File: src/rtl/piece_color_pipe.sv
// piece_color_pipe: maps a shape index plus occupancy bit to a pixel colour.
// Two-stage pipeline with a valid flag. The palette is run-time programmable
// and comes up with the classic tetromino colours. A free-running blink timer
// flashes cells in rows that are being cleared.
module piece_color_pipe #(
    parameter int SHAPE_W    = 3,
    parameter int COLOR_W    = 3,
    parameter int NUM_SHAPES = 7,
    parameter int BLINK_DIV  = 12500000
) (
    input  logic               Clock,
    input  logic               Resetn,
    input  logic               Enable,
    input  logic [SHAPE_W-1:0] Shape,
    input  logic               MSB,
    input  logic               Flash,
    input  logic               WrEn,
    input  logic [SHAPE_W-1:0] WrAddr,
    input  logic [COLOR_W-1:0] WrData,
    output logic [COLOR_W-1:0] Color,
    output logic               ColorValid
);

    localparam int STAGES = 2;
    localparam int CNT_W  = (BLINK_DIV > 2) ? $clog2(BLINK_DIV) : 1;
    localparam logic [CNT_W-1:0]   CNT_LAST = CNT_W'(BLINK_DIV - 1);
    localparam logic [SHAPE_W:0]   NS       = (SHAPE_W + 1)'(NUM_SHAPES);

    // Stage-1 sample captured from the board readout.
    typedef struct packed {
        logic [SHAPE_W-1:0] shape;
        logic               msb;
        logic               flash;
    } samp_t;

    // Reset-default palette. Colours are R,G,B and are zero-extended for
    // wider colour words. Entries past the seventh shape have no default.
    function automatic logic [COLOR_W-1:0] dflt_color(input int idx);
        logic [2:0] c;
        case (idx)
            0:       c = 3'b011;  // I
            1:       c = 3'b110;  // O
            2:       c = 3'b010;  // S
            3:       c = 3'b001;  // J
            4:       c = 3'b101;  // T
            5:       c = 3'b100;  // Z
            6:       c = 3'b111;  // L
            default: c = 3'b000;
        endcase
        return COLOR_W'(c);
    endfunction

    logic [STAGES:1]    vld_pipe_q, vld_pipe_d;
    samp_t              s1_q, s1_d;
    logic [COLOR_W-1:0] color_q, color_d;
    logic [CNT_W-1:0]   cnt_q, cnt_d;
    logic               phase_q, phase_d;
    logic [COLOR_W-1:0] pal_q [NUM_SHAPES];
    logic [COLOR_W-1:0] pal_d [NUM_SHAPES];
    logic [COLOR_W-1:0] pal_rd;

    // Blink timer: wraps at BLINK_DIV-1 and toggles the phase on the wrap edge.
    always_comb begin
        cnt_d   = cnt_q + CNT_W'(1);
        phase_d = phase_q;
        if (cnt_q == CNT_LAST) begin
            cnt_d   = '0;
            phase_d = ~phase_q;
        end
    end

    // Palette update. Addresses past the last real entry match nothing, so
    // they are dropped without any extra range check.
    always_comb begin
        for (int i = 0; i < NUM_SHAPES; i++) begin
            pal_d[i] = pal_q[i];
            if (WrEn && (WrAddr == SHAPE_W'(i)))
                pal_d[i] = WrData;
        end
    end

    // Palette read for the stage-1 shape. Registered palette gives
    // read-before-write on a same-edge write to the same entry.
    always_comb begin
        pal_rd = '0;
        for (int i = 0; i < NUM_SHAPES; i++) begin
            if (s1_q.shape == SHAPE_W'(i))
                pal_rd = pal_q[i];
        end
    end

    // Stage 1: capture the sample. When Enable is low only the valid bit
    // drops and the data fields simply hold.
    always_comb begin
        vld_pipe_d = {vld_pipe_q[STAGES-1:1], Enable};
        s1_d       = s1_q;
        if (Enable) begin
            s1_d.shape = Shape;
            s1_d.msb   = MSB;
            s1_d.flash = Flash;
        end
    end

    // Stage 2: colour resolution in priority order. The blink phase is the
    // value held before this edge, not the value toggled on it.
    always_comb begin
        color_d = color_q;
        if (vld_pipe_q[1]) begin
            if (!s1_q.msb)
                color_d = '0;
            else if ({1'b0, s1_q.shape} >= NS)
                color_d = '0;
            else if (s1_q.flash && phase_q)
                color_d = '1;
            else
                color_d = pal_rd;
        end
    end

    // All state: pipeline, blink timer and palette share one async reset.
    always_ff @(posedge Clock or negedge Resetn) begin
        if (!Resetn) begin
            vld_pipe_q <= '0;
            s1_q       <= '0;
            color_q    <= '0;
            cnt_q      <= '0;
            phase_q    <= 1'b0;
            for (int i = 0; i < NUM_SHAPES; i++)
                pal_q[i] <= dflt_color(i);
        end else begin
            vld_pipe_q <= vld_pipe_d;
            s1_q       <= s1_d;
            color_q    <= color_d;
            cnt_q      <= cnt_d;
            phase_q    <= phase_d;
            for (int i = 0; i < NUM_SHAPES; i++)
                pal_q[i] <= pal_d[i];
        end
    end

    assign Color      = color_q;
    assign ColorValid = vld_pipe_q[STAGES];

endmodule

File: config.mk
export PLATFORM = sky130hd
export DESIGN_NAME = piece_color_pipe
export DESIGN_NICKNAME = d
export VERILOG_FILES = /design/src/rtl/piece_color_pipe.sv
export SDC_FILE = /design/constraint.sdc
export NUM_CORES = 1
export LEC_CHECK = 0
export ABC_AREA = 1
export BUFFER_PORTS_ARGS = -buffer_cell sky130_fd_sc_hd__clkbuf_2
export CAP_MARGIN = 20
export CORE_AREA = 5 5 113 115
export CTS_BUF_LIST = sky130_fd_sc_hd__clkbuf_16
export DETAILED_ROUTE_END_ITERATION = 8
export DIE_AREA = 0 0 118 120
export HOLD_SLACK_MARGIN = 0.05
export PLACE_DENSITY = 0.37
export SKIP_LAST_GASP = 1
export SLEW_MARGIN = 40
export SYNTH_ARGS = -nofsm -noshare
export SYNTH_HDL_FRONTEND = slang
export SYNTH_SLANG_ARGS = --single-unit
export TNS_END_PERCENT = 5
File: constraint.sdc
create_clock -name Clock -period 1.8 [get_ports Clock]
set_input_delay 0.18 -clock Clock [delete_from_list [all_inputs] [get_ports Clock]]
set_output_delay 0.18 -clock Clock [all_outputs]
set_load 0.02 [all_outputs]
---- Word-level counts from Yosys, hierarchy flattened ----
Index checks and enable logic that the tools add are counted.
storage, ports and cells
  logic and storage cells ................. 51
  register bits after elaboration ......... 56
  output and inout port bits .............. 4
operators by class
  bitwise gates (word level) .............. 1
  order comparisons ....................... 1
  reduce and logical (&&, ||, !) cells .... 10
  eq/ne operators ......................... 13
  add/sub/neg operators ................... 1
  mux-type cells .......................... 11
operators by type and width
  operator                                        count
  2-to-1 mux 3 bit                                10
  adder 24 x 1 -> 24 bit (second input constant)  1
  == test 24 bit (second input constant)          1
  2-to-1 mux 24 bit                               1
  == test 3 bit (second input constant)           6
  == test 3 x 2 -> 1 bit (second input constant)  4
  logical AND 1 bit                               8
  == test 3 x 1 -> 1 bit (second input constant)  2
  zero test 3 bit                                 2
  >= comparator 3 bit (second input constant)     1
  inverter 1 bit                                  1

---- Logic depth before layout (Yosys ltp) ----
  depth after elaboration ................. 11
  gate-level depth with buffers ........... 9
  gate-level depth less buffers ........... 9

---- Worst setup path after synthesis ----
OpenSTA, ideal clock, no wires.
  path type ............................... register -> register
  start ................................... reg cnt_q[0]
  end ..................................... reg cnt_q[0]
  library setup time ...................... 0.112 ns
  setup slack ............................. 0.419 ns
  arrival ................................. 1.269 ns
  clock period less this slack ............ 1.381 ns
  cell stages (with the launch flop) ...... 8
  data required time ...................... 1.688 ns
  cells stage by stage .................... dfrtp_1 ha_1 nand2_2 nor2_4 nand4_1 nor2_4 or2_2 inv_1
between the ends
  word-level cells in the longest chain between the ends .. 2
RTL lines
  element                                                          RTL line  source
  start, declared                                                  56        logic [CNT_W-1:0] cnt_q, cnt_d;
  start signal, assigned                                           134       cnt_q <= cnt_d;
  adder 24 x 1 -> 24 bit / == test 24 bit (equally long branches)  64, 66
  2-to-1 mux 24 bit (*)                                            66        if (cnt_q == CNT_LAST) begin
  net cnt_d[0]                                                     56
Mark *: on every way through the listed nets, which the timed path passes. The rest lies on a longest branch.
A chain may end at the register's enable or synchronous reset.

---- Worst setup path after layout ----
  start ................................... reg cnt_q[0]
  end ..................................... reg cnt_q[12]
Same word-level chain as after synthesis.

==> reports/qor.json <==
{
  "pwr": {
    "static-leakage-power_nw": 1.56,
    "power_density_mw_per_mm2": 846,
    "irDropWorstVdd_uv": 454
  },
  "setup_path": {
    "cp_max_fo": 6,
    "timing.critical_path.from_type": "flop",
    "cp-end-kind": "flop",
    "worstSetupPathType": "reg2reg",
    "worstPathRequired_ns": 1.98,
    "cp.arrival_ns": 1.80
  },
  "grt": {
    "initial_antenna_violation_count": 0,
    "grt_pass1_vias": 2371,
    "grt_max_degree": 57,
    "global_route.overflow_total": 0,
    "track_usage_pct": 11.0,
    "global_route_wire_length_before_repair_um": 12400
  },
  "logic_synthesis": {
    "syn_nets": 387,
    "synth_top_family_by_area": "simple AND/OR/NAND/NOR gates",
    "post_synth.cell_area_avg_um2": 7.69,
    "mux_cell_area_share_after_synthesis_pct": 0.790,
    "syn_area_mm2": 0.00285,
    "yosys.area_share.xor_xnor_pct": 2.46,
    "synthDistinctLibCells": 24,
    "synth_compound_gate_area_share_pct": 5.70,
    "yosys.area_share.simple_pct": 33.3,
    "synth_edf_count": 0,
    "ys_async_sr_fraction_pct": 100,
    "yosys-top-cells-count": "101 x nand2_1, 53 x inv_1, 46 x nor2_1",
    "synth-adder-area-share_pct": 0.439,
    "synth.most_common_cell": "nand2_1",
    "synth_ff_type": "dfrtp_1",
    "post_synth_inst_count": 371,
    "synth_top_cells_by_area": "dfrtp_1 39%, nand2_1 13%, dfstp_2 11%",
    "synth.ff_latch_count": 56,
    "yosysTopAreaCellShare_pct": 38.6,
    "synth_warnings": 0,
    "synth.largest_area_cell": "dfrtp_1",
    "fraction_of_the_yosys_area_taken_by_sequential_cells_pct": 49.7
  },
  "detailed_routing": {
    "post_drt_via_cell_ratio": 4.31,
    "detailed_routing_iterations_pass_1": 4,
    "finalWirelength_um": 7480,
    "drt.antenna.violating_nets": 0,
    "routedWlPerCell_um": 13.7,
    "first_iter_violations": 102,
    "post-route-drc-count": 0,
    "dr_total_vias": 2349
  },
  "sta": {
    "tightest_slew_ns": 0.357,
    "clock.fmax_mhz": 618,
    "period_minus_slack_ns": 1.62,
    "fin_skew_ns": 0.0119,
    "holdWs_ns": 0.0821,
    "hold_viol": 0,
    "layout_worst_path_cycle_share_pct": 89.9,
    "sum_of_negative_setup_slack_ns": 0,
    "setup_viol": 0,
    "rsz0062_at_grt": "no",
    "max_slew_margin_pct": 76.0,
    "final_slew_violations": 0
  },
  "clock_network": {
    "clk_pin_slew_worst_paths_ns": 0.07,
    "insertion_delay_ns": 0.30,
    "cts_num_sinks": 56,
    "cts.root.buffer_cell": "clkbuf_16",
    "tritoncts": "yes",
    "post_cts_resized": 0,
    "post-cts-setup-buffers": 0,
    "htreeDepth": 2,
    "cts_buffers": 5,
    "clock_path_buffers": 2,
    "hold_bufs_at_cts": 1
  },
  "layout": {
    "layout.filler_cells": 1318,
    "final_core_util_pct": 28.3,
    "drive_gt1_share_pct": 13.8,
    "antennaDiodeCount": 0,
    "area_delta_synth_final_pct": 16.2,
    "final_nets": 413,
    "layout.cells.non_filler": 545
  },
  "flow_run": {
    "max_cap_violations": 0
  },
  "hold_path": {
    "tightest_hold_check_type": "in2reg"
  },
  "place": {
    "io_buffers": 18,
    "dp_hpwl_um": 5760,
    "finalWeightedCongestion": 0.769,
    "placed_cells_incl_taps": 536
  },
  "floorplan": {
    "floorplan.die.height_um": 120,
    "floorplan.die_area_mm2": 0.0142,
    "rows": 40,
    "core_area_mm2": 0.0117,
    "boundaryPins": 19,
    "initial_core_util_pct": 24.3,
    "horizontal_die_dimension_um": 118
  },
  "status": {
    "status": "completed"
  }
}
[layout make-up]
| cell class | count | area, µm² | share of cell area (%) |
|---|---|---|---|
| Multi-Input combinational cell | 258 | 1220 | 36.7 |
| Tap cell | 147 | 184 | 5.55 |
| Clock inverter | 3 | 28.8 | 0.869 |
| Inverter | 53 | 199 | 6.00 |
| Sequential cell | 56 | 1420 | 42.7 |
| Clock buffer | 5 | 125 | 3.78 |
| Timing Repair Buffer | 23 | 143 | 4.31 |
[power breakdown]
group	internal (mW)	leakage [nW]	switching [mW]
clock	0.538	0.0767	0.507
sequential	1.41	0.697	0.0790
combinational	0.0978	0.788	0.174
total	2.04	1.56	0.760
[cell usage in the layout, fill, tap and decap left out, types with 5 or more instances in the layout]
master,count
nand3_1,23
nor2_1,46
nand2_1,101
dfstp_2,12
clkbuf_2,18
nand4_1,13
clkbuf_16,5
nor3_1,19
xor2_1,7
inv_1,53
dfrtp_1,44
o21ai_0,30
[sequential cells by signal (all words and copies together) (netlist names)]
signal      flops
Color           3
cnt_q          24
pal_q          21
phase_q         1
s1_q            5
vld_pipe_q      2
[final timing paths]
kind / startpoint / endpoint / slack, ns / cells past startpoint
max: cnt_q[0] / cnt_q[12] / 0.18 / 8
min: Shape[1] / s1_q[3] / 0.08 / 3
max reg2reg: cnt_q[0] / cnt_q[12] / 0.18 / 8
min reg2reg: vld_pipe_q[1] / vld_pipe_q[2] / 0.41 / 0
max in group asynchronous: Resetn / pal_q[0] / 1.06 / 3
min in group asynchronous: Resetn / cnt_q[22] / 0.39 / 3
[metal layers]
| metal | wire, µm | part of all wire (%) | global-route usage, % | vias up |
|---|---|---|---|---|
| met4 | 76 | 1.0 | 2.94 | 0 |
| met2 | 3450 | 46 | 16.6 | 32 |
| met5 | 0 | 0 | 0 | - |
| li1 | - | - | - | 1224 |
| met1 | 3720 | 50 | 15.4 | 1085 |
| met3 | 239 | 3.2 | 3.11 | 8 |
[critical path, cell delays in order, from the launching register on]
cell,delay [ns]
dfrtp_1,0.37
ha_1,0.23
nand2_2,0.11
inv_1,0.08
nand2_1,0.08
nor3_1,0.18
nand3b_1,0.24
o21ai_0,0.15
nor2_1,0.05
[logic make-up (layout without fill, tap and decap cells)]
| family | count (synthesis) | in the layout |
|---|---|---|
| AO/OA/AOI/OAI | 32 | 32 |
| XOR/XNOR | 8 | 8 |
| adder cells (fa/ha/maj) | 1 | 1 |
| buffers and inverters | 57 | 84 |
| flip-flops | 56 | 56 |
| multiplexers | 2 | 2 |
| AND/OR/NAND/NOR | 215 | 215 |
[through the flow]
step | power, mW | setup WS [ns] | area, µm²
after floorplan | 1.65 | 0.419 | 2850
after global placement | 1.78 | 0.225 | 3150
after detailed placement | 1.79 | 0.168 | 3150
after CTS | 2.87 | 0.158 | 3310
after global routing | 2.99 | 0.0325 | 3310
final | 2.80 | 0.181 | 3310
No activity file was read; power rests on OpenSTA's default activity.
